[src/rtl/pwm_generator.sv]
// PWM core: shadow-loaded period/pulse/size, optional finite burst, registered outputs.
// Build option: define PWM_IMMEDIATE_STOP_EN to abort a run as soon as enable_i drops.
module pwm_generator #(
   parameter int unsigned DATA_WIDTH = 32,
   parameter int unsigned SIZE_WIDTH = 8
) (
   input  logic                  clk_i,
   input  logic                  rst_i,
   input  logic [DATA_WIDTH-1:0] period_i,
   input  logic [DATA_WIDTH-1:0] pulse_i,
   input  logic [SIZE_WIDTH-1:0] size_i,
   input  logic                  enable_i,
   output logic                  pwm_o,
   output logic                  period_end_o,
   output logic                  busy_o,
   output logic                  done_o
);

   typedef enum logic [1:0] {StIdle, StRun, StDone} state_e;

   state_e                state_q;
   logic [DATA_WIDTH-1:0] cnt_q;
   logic [DATA_WIDTH-1:0] period_q;
   logic [DATA_WIDTH-1:0] pulse_q;
   logic [SIZE_WIDTH-1:0] burst_q;
   logic [SIZE_WIDTH-1:0] size_q;
   logic                  pwm_q;
   logic                  period_end_q;
   logic                  busy_q;
   logic                  done_q;

   logic [DATA_WIDTH-1:0] cnt_inc;
   logic [SIZE_WIDTH-1:0] burst_inc;
   logic                  last_cycle;
   logic                  burst_last;
   logic                  start_ok;
   logic                  stop_now;

   assign cnt_inc    = cnt_q + DATA_WIDTH'(1);
   assign burst_inc  = burst_q + SIZE_WIDTH'(1);
   assign last_cycle = (cnt_q == period_q - DATA_WIDTH'(1));
   assign burst_last = (size_q != '0) && (burst_inc == size_q);
   // A (re)load is only legal with enable high and a non-zero period.
   assign start_ok   = enable_i && (period_i != '0);

`ifdef PWM_IMMEDIATE_STOP_EN
   assign stop_now = !enable_i;
`else
   assign stop_now = 1'b0;
`endif

   // Outputs are registered from the next-cycle counter value so they line up with cnt_q.
   always_ff @(posedge clk_i or posedge rst_i) begin
      if (rst_i) begin
         state_q      <= StIdle;
         cnt_q        <= '0;
         period_q     <= '0;
         pulse_q      <= '0;
         burst_q      <= '0;
         size_q       <= '0;
         pwm_q        <= 1'b0;
         period_end_q <= 1'b0;
         busy_q       <= 1'b0;
         done_q       <= 1'b0;
      end else begin
         case (state_q)
            StIdle: begin
               if (start_ok) begin
                  state_q      <= StRun;
                  period_q     <= period_i;
                  pulse_q      <= pulse_i;
                  size_q       <= size_i;
                  cnt_q        <= '0;
                  burst_q      <= '0;
                  pwm_q        <= (pulse_i != '0);
                  period_end_q <= (period_i == DATA_WIDTH'(1));
                  busy_q       <= 1'b1;
               end
            end
            StRun: begin
               if (stop_now) begin
                  state_q      <= StIdle;
                  pwm_q        <= 1'b0;
                  period_end_q <= 1'b0;
                  busy_q       <= 1'b0;
               end else if (!last_cycle) begin
                  cnt_q        <= cnt_inc;
                  pwm_q        <= (cnt_inc < pulse_q);
                  period_end_q <= (cnt_inc == period_q - DATA_WIDTH'(1));
               end else begin
                  burst_q <= burst_inc;
                  if (burst_last) begin
                     state_q      <= StDone;
                     pwm_q        <= 1'b0;
                     period_end_q <= 1'b0;
                     busy_q       <= 1'b0;
                     done_q       <= 1'b1;
                  end else if (start_ok) begin
                     period_q     <= period_i;
                     pulse_q      <= pulse_i;
                     size_q       <= size_i;
                     cnt_q        <= '0;
                     pwm_q        <= (pulse_i != '0);
                     period_end_q <= (period_i == DATA_WIDTH'(1));
                  end else begin
                     state_q      <= StIdle;
                     pwm_q        <= 1'b0;
                     period_end_q <= 1'b0;
                     busy_q       <= 1'b0;
                  end
               end
            end
            StDone: begin
               if (!enable_i) begin
                  state_q <= StIdle;
                  done_q  <= 1'b0;
               end
            end
            default: begin
               state_q      <= StIdle;
               pwm_q        <= 1'b0;
               period_end_q <= 1'b0;
               busy_q       <= 1'b0;
               done_q       <= 1'b0;
            end
         endcase
      end
   end

   assign pwm_o        = pwm_q;
   assign period_end_o = period_end_q;
   assign busy_o       = busy_q;
   assign done_o       = done_q;

endmodule
[config.mk]
export PLATFORM = sky130hd
export DESIGN_NAME = pwm_generator
export DESIGN_NICKNAME = d
export VERILOG_FILES = /design/src/rtl/pwm_generator.sv
export SDC_FILE = /design/constraint.sdc
export NUM_CORES = 1
export LEC_CHECK = 0
export ABC_AREA = 1
export BUFFER_PORTS_ARGS = -buffer_cell sky130_fd_sc_hd__buf_2
export CORE_MARGIN = 3
export CORE_UTILIZATION = 40
export DETAILED_ROUTE_END_ITERATION = 10
export REMOVE_ABC_BUFFERS = 1
export SLEW_MARGIN = 20
export SYNTH_ARGS = -nofsm -noshare
export SYNTH_HDL_FRONTEND = slang
export SYNTH_SLANG_ARGS = --single-unit
[constraint.sdc]
create_clock -name clk_i -period 4.2 [get_ports clk_i]
set_clock_uncertainty 0.2 [all_clocks]
set_input_delay 0.63 -clock clk_i [delete_from_list [all_inputs] [get_ports clk_i]]
set_output_delay 0.63 -clock clk_i [all_outputs]
set_load 0.01 [all_outputs]
==> results_dict.tcl, run 1 <==
set metrics [dict create \
    hold_viol 0 \
    ys_types 41 \
    p_leak_nw 5.761 \
    yosysMostFrequentCell "nand2_1" \
    post-route-util 0.4687 \
    io_buffers 78 \
    drive_above_1_share 0.09224 \
    antenna_found_initial 0 \
    finalCritPeriodShare 0.9055 \
    reg2reg_slack_ps 400 \
    viasPerCell 4.975 \
    status "completed" \
    startpoint_type "flop" \
    async_reset_ff_frac 1.000 \
    htreeDepth 4 \
    worst_r2r_endpoint "pwm_o" \
    gp_congestion 0.9400 \
    grt_usage 0.2301 \
    syn_area_mm2 0.009542 \
    rows 55 \
    grt_max_degree 113 \
    critPathCaptureType "flop" \
    clk_latency_ps 440 \
    syn_avg_cell_area_um2 6.148 \
    cts-root-buf "clkbuf_16" \
    drv_slew 0 \
    tns_ps 0 \
    yosysSeqAreaShare 0.3095 \
    ctsHoldBuffers 0 \
    fp.dieW_um 160.4 \
    yosysWarnings 0 \
    clkSinkCount 118 \
    fillCellCount 2443 \
    finalCriticalPeriod_ps 3803 \
    netlist_top_cells_count "nand2_1, inv_1, nor2_1" \
    num-nets-final 1734 \
    max-vdd-ir-drop_mv 0.2329 \
    critPathCapture "pwm_o" \
    grt_pass1_vias 8743 \
    multi_input_area_mm2 0.005519 \
    core-area_mm2 0.02305 \
    setup_viol 0 \
    startpoint "cnt_q[2]" \
    worstPathArrival_ps 3960 \
    synth_edf_count 0 \
    synthFlopType "dfrtp_1" \
    grt_first_pass_wirelength_um 47060 \
    numCtsBuffers 17 \
    hpwl_um 23330 \
    postSynthCellCount 1552 \
    vias 9702 \
    r2r_cells 18 \
    max_clock_freq_ghz 0.2630 \
    floorplan.initialDensity 0.4139 \
    register_area_mm2 0.002953 \
    io_pins 79 \
    first_pass_iters 7 \
    worstMarginPinSlew_ps 962.3 \
    synthTopCellsByArea "dfrtp_1, nand2_1, inv_1" \
    cts.clk_slew.worst_paths_ps 60 \
    overflow 0 \
    die_area_mm2 0.02574 \
    avgRoutedWirePerCell_um 15.08 \
    diodes 0 \
    antenna_left 0 \
    min_path_type "in -> async" \
    drt_iter0_drc 787 \
    drv_cap 0 \
    cts_tree "built" \
    synth_seq_cells 118 \
    synthToLayoutAreaGrowth_pct 13.23 \
    routed_wl_um 29410 \
    worstSetupPathType "reg -> reg" \
    path_max_fanout 8 \
    grt_setup_unrepaired "no" \
    drc 0 \
    power.density_mw_per_mm2 243.1 \
    synth_top_area_frac 0.3095 \
    r2r-start "cnt_q[2]" \
    clockBufferDepth 2 \
    cts_resized 0 \
    synth_area_leader_cell "dfrtp_1" \
    max_slew_margin 0.3525 \
    die_h_um 160.4 \
    required_ps 4350 \
    cts_setup_buffers 0 \
]
-- state kept, by name, summed over array words and instances (netlist names) --
signal	cells
pulse_q	32
state_q	2
period_end_o	1
cnt_q	32
size_q	8
busy_o	1
burst_q	8
done_o	1
period_q	32
pwm_o	1
-- routing by layer --
metal  routed length (µm)  GRT usage
met1                14590     0.3453
met2                12360     0.3439
met3                 1970    0.03456
met4                  493    0.06193
met5                    0          0
-- cells by family (layout without fill, tap and decap cells) --
group | Yosys count | count (layout) | synth area share
AOI/OAI and AO/OA | 171 | 171 | 0.09389
xor gates and xnor gates | 42 | 42 | 0.03855
buffers and inverters | 273 | 358 | 0.1121
and+or+nand+nor | 914 | 914 | 0.4014
DFF | 118 | 118 | 0.3095
adders and majority gates | 34 | 34 | 0.04458
-- worst min-delay path by stage --
stage                    to  cells after the start
2_1_floorplan    burst_q[7]                      2
3_3_place_gp         done_o                      2
3_5_place_dp         done_o                      2
4_1_cts        period_q[30]                      2
5_1_grt        period_q[27]                      2
6_report       period_q[30]                      2
-- metrics by stage --
stage | cells | hold slack [ps] | power (mW) | setup WS, ps | cell area (µm²)
floorplan | 1515 | 241.9 | 1.200 | 240.9 | 9358
global placement | 1919 | 251.5 | 1.255 | 539.8 | 10260
detailed placement | 1919 | 263.6 | 1.256 | 479.3 | 10260
CTS | 1950 | 82.86 | 2.651 | 421.9 | 10800
global route | 1950 | 113.1 | 2.714 | 74.31 | 10800
finish | 1950 | 57.43 | 2.626 | 397.0 | 10800
-- where the power goes --
group / switching, mW / internal [mW]
combinational: 0.0598 / 0.0347
clock: 0.623 / 0.772
sequential: 0.000225 / 1.14
total: 0.683 / 1.94
-- cell type report --
type	count	area share
flip-flops and latches	118	0.2733
inverters	236	0.08222
multi-input cells	1161	0.5108
repair buffers	91	0.04748
clock inverters	13	0.009265
clock buffers	18	0.04065
well taps	313	0.03625
-- critical path, stage by stage, from the launching register on --
cell	delay, ps
dfrtp_1	500
nand2_1	90
nor2_1	390
nand2_1	210
nor2_1	190
nand2_1	100
nor3_1	370
xor2_1	190
inv_1	70
ha_1	280
a21oi_1	120
o21ai_0	90
a221oi_1	250
o21ai_0	120
a21boi_0	160
nand2_1	110
nand2_1	90
nand2_1	60
a21oi_1	120
-- cells in the final DEF (no fill, tap or decap), types with 28 or more instances in the layout --
master / count
ha_1: 34
nand2_1: 526
o21ai_0: 46
nand4_1: 28
nand3_1: 122
buf_2: 78
xor2_1: 33
nor2_1: 181
inv_1: 227
a21oi_1: 38
dfrtp_1: 118
o21ai_1: 73
Power figures use the tool's default switching activity.
==> run 2: changes to the inputs <==
--- a/config.mk
+++ b/config.mk
@@ -8,8 +8,9 @@
 export ABC_AREA = 1
 export BUFFER_PORTS_ARGS = -buffer_cell sky130_fd_sc_hd__buf_2
 export CORE_MARGIN = 3
-export CORE_UTILIZATION = 40
+export CORE_UTILIZATION = 45
 export DETAILED_ROUTE_END_ITERATION = 10
+export PLACE_DENSITY = 0.65
 export REMOVE_ABC_BUFFERS = 1
 export SLEW_MARGIN = 20
 export SYNTH_ARGS = -nofsm -noshare
==> run 2 against run 1 <==
Effect of this change: core utilization increased by 6.0 points; wire length grew 1.5%; critical path type unchanged; register-to-register slack better by 40 ps; cell area grew 0.59%; total power increased by 4.1%; first-iteration DRC count is 1.8% lower; setup slack better by 44 ps; sequential power is essentially flat; clock power is 8% higher; via count rose by 1.3%; combinational power increased by 0.7%; sequential cell count is the same.
==> results_dict.tcl, run 2 (synthesis results as in run 1) <==
set metrics [dict create \
    tns_ps 0 \
    die_h_um 151.6 \
    p_int_mw 2.067 \
    antenna_found_initial 0 \
    drc 0 \
    first_pass_iters 6 \
    drv_slew 0 \
    diodes 0 \
    grt_first_pass_wirelength_um 47810 \
    finalNonFillerCells 1916 \
    overflow 0 \
    path_max_fanout 7 \
    postLayoutSetupSlackWorst_ps 440.7 \
    pwr-share-comb 0.035 \
    htreeDepth 4 \
    drt_iter0_drc 773 \
    grt_max_degree 145 \
    seq_power_share 0.416 \
    grt_usage 0.2713 \
    p_leak_nw 5.827 \
    pre_cts_ws_ps 467.9 \
    hpwl_um 23470 \
    grt_pass1_vias 8773 \
    switching_share 0.2442 \
    grt_setup_unrepaired "no" \
    clkSinkCount 118 \
    rows 52 \
    routed_wl_um 29840 \
    status "completed" \
    clkPwrFrac 0.549 \
    clk_latency_ps 440 \
    numCtsBuffers 17 \
    viasPerCell 5.131 \
    reg2reg_slack_ps 440 \
    finalCriticalPeriod_ps 3759 \
    reg_top3 "cnt_q (32), period_q (32), pulse_q (32)" \
    startpoint_type "flop" \
    die_area_mm2 0.02299 \
    worstMarginPinSlew_ps 969.2 \
    floorplan.initialDensity 0.4641 \
    hold_viol 0 \
    worstSetupPathType "reg -> reg" \
    layout_common_cells "nand2_1, inv_1, nor2_1" \
    switching_power_uw 667.9 \
    required_ps 4310 \
    io_pins 79 \
    gp_congestion 0.9698 \
    fp.dieW_um 151.6 \
    max_clock_freq_ghz 0.2660 \
    setup_viol 0 \
    critPathCaptureType "flop" \
    num-nets-final 1742 \
    mostFrequentLayoutCell "nand2_1" \
    clockBufferDepth 2 \
    max_slew_margin 0.3539 \
    startpoint "cnt_q[0]" \
    min_path_type "in -> async" \
    worstPathArrival_ps 3870 \
    cts.clk_slew.worst_paths_ps 70 \
    antenna_left 0 \
    fillCellCount 2161 \
    synthToLayoutAreaGrowth_pct 13.90 \
    vias 9831 \
    power.density_mw_per_mm2 251.6 \
    r2r-start "cnt_q[0]" \
    avgRoutedWirePerCell_um 15.57 \
    drv_cap 0 \
    core-area_mm2 0.02056 \
    drive_above_1_share 0.09721 \
    cts-root-buf "clkbuf_16" \
    max-vdd-ir-drop_mv 0.2113 \
    cts_tree "built" \
    finalCritPeriodShare 0.8951 \
    io_buffers 78 \
    dp.cells 1884 \
]
## run 2: power groups by stage
stage	Sequential (mW)	Clock, mW	Combinational (mW)
2_1_floorplan	1.16	0	0.0411
3_3_place_gp	1.16	0	0.0971
3_5_place_dp	1.16	0	0.0983
4_1_cts	1.14	1.54	0.0984
5_1_grt	1.14	1.58	0.111
6_report	1.14	1.50	0.0952
## run 2: layout make-up
class                           count  area, µm²  area share
Clock buffer                       19      442.9     0.04076
Clock inverter                     13      147.6     0.01359
Inverter                          236      888.4     0.08174
Multi-Input combinational cell   1161       5525      0.5084
Sequential cell                   118       2953      0.2717
Tap cell                          270      337.8     0.03108
Timing Repair Buffer               99      573.1     0.05273
## run 2: path summary, 6_finish.rpt
path	endpoint	cells past startpoint
setup / recovery	pwm_o	20
hold / removal	period_q[31]	2
setup reg to reg	pwm_o	20
hold reg to reg	done_o	2
max in group asynchronous	cnt_q[16]	3
min in group clk_i	size_q[3]	3
## run 2: through the flow
stage | utilization | area [µm²] | power [mW] | hold slack, ps
finish | 0.5286 | 10870 | 2.735 | 178.5
global route | 0.5286 | 10870 | 2.827 | 221.2
CTS | 0.5283 | 10860 | 2.771 | 206.9
detailed placement | 0.4996 | 10270 | 1.257 | 256.1
global placement | 0.4996 | 10270 | 1.255 | 254.0
floorplan | - | 9358 | 1.200 | 241.9
## run 2: repair_timing
item	4_1_cts	5_1_grt
setup endpoints to repair	0	1
setup buffers	0	0
gates resized for setup	0	1
hold buffers	0	0
## run 2: routing by layer
layer	share of wire	GRT usage	vias up
met4	0.022	0.07502	0
li1	-	-	5055
met3	0.071	0.04521	41
met5	0	0	-
met1	0.48	0.4036	4404
met2	0.43	0.4072	331
## run 2: critical path: stages (launching register included)
cell	delay, ps
dfrtp_1	440
ha_1	250
nand2_1	100
nor2_1	110
buf_4	140
nand2_1	170
nor2_1	230
nand2_1	140
nor2_1	240
xor2_1	210
inv_1	60
ha_1	270
nand2_1	50
inv_1	70
nand4_1	180
nor4b_2	370
nand2_1	120
nand2_1	110
nand2_1	60
nand2_1	70
a21oi_1	60
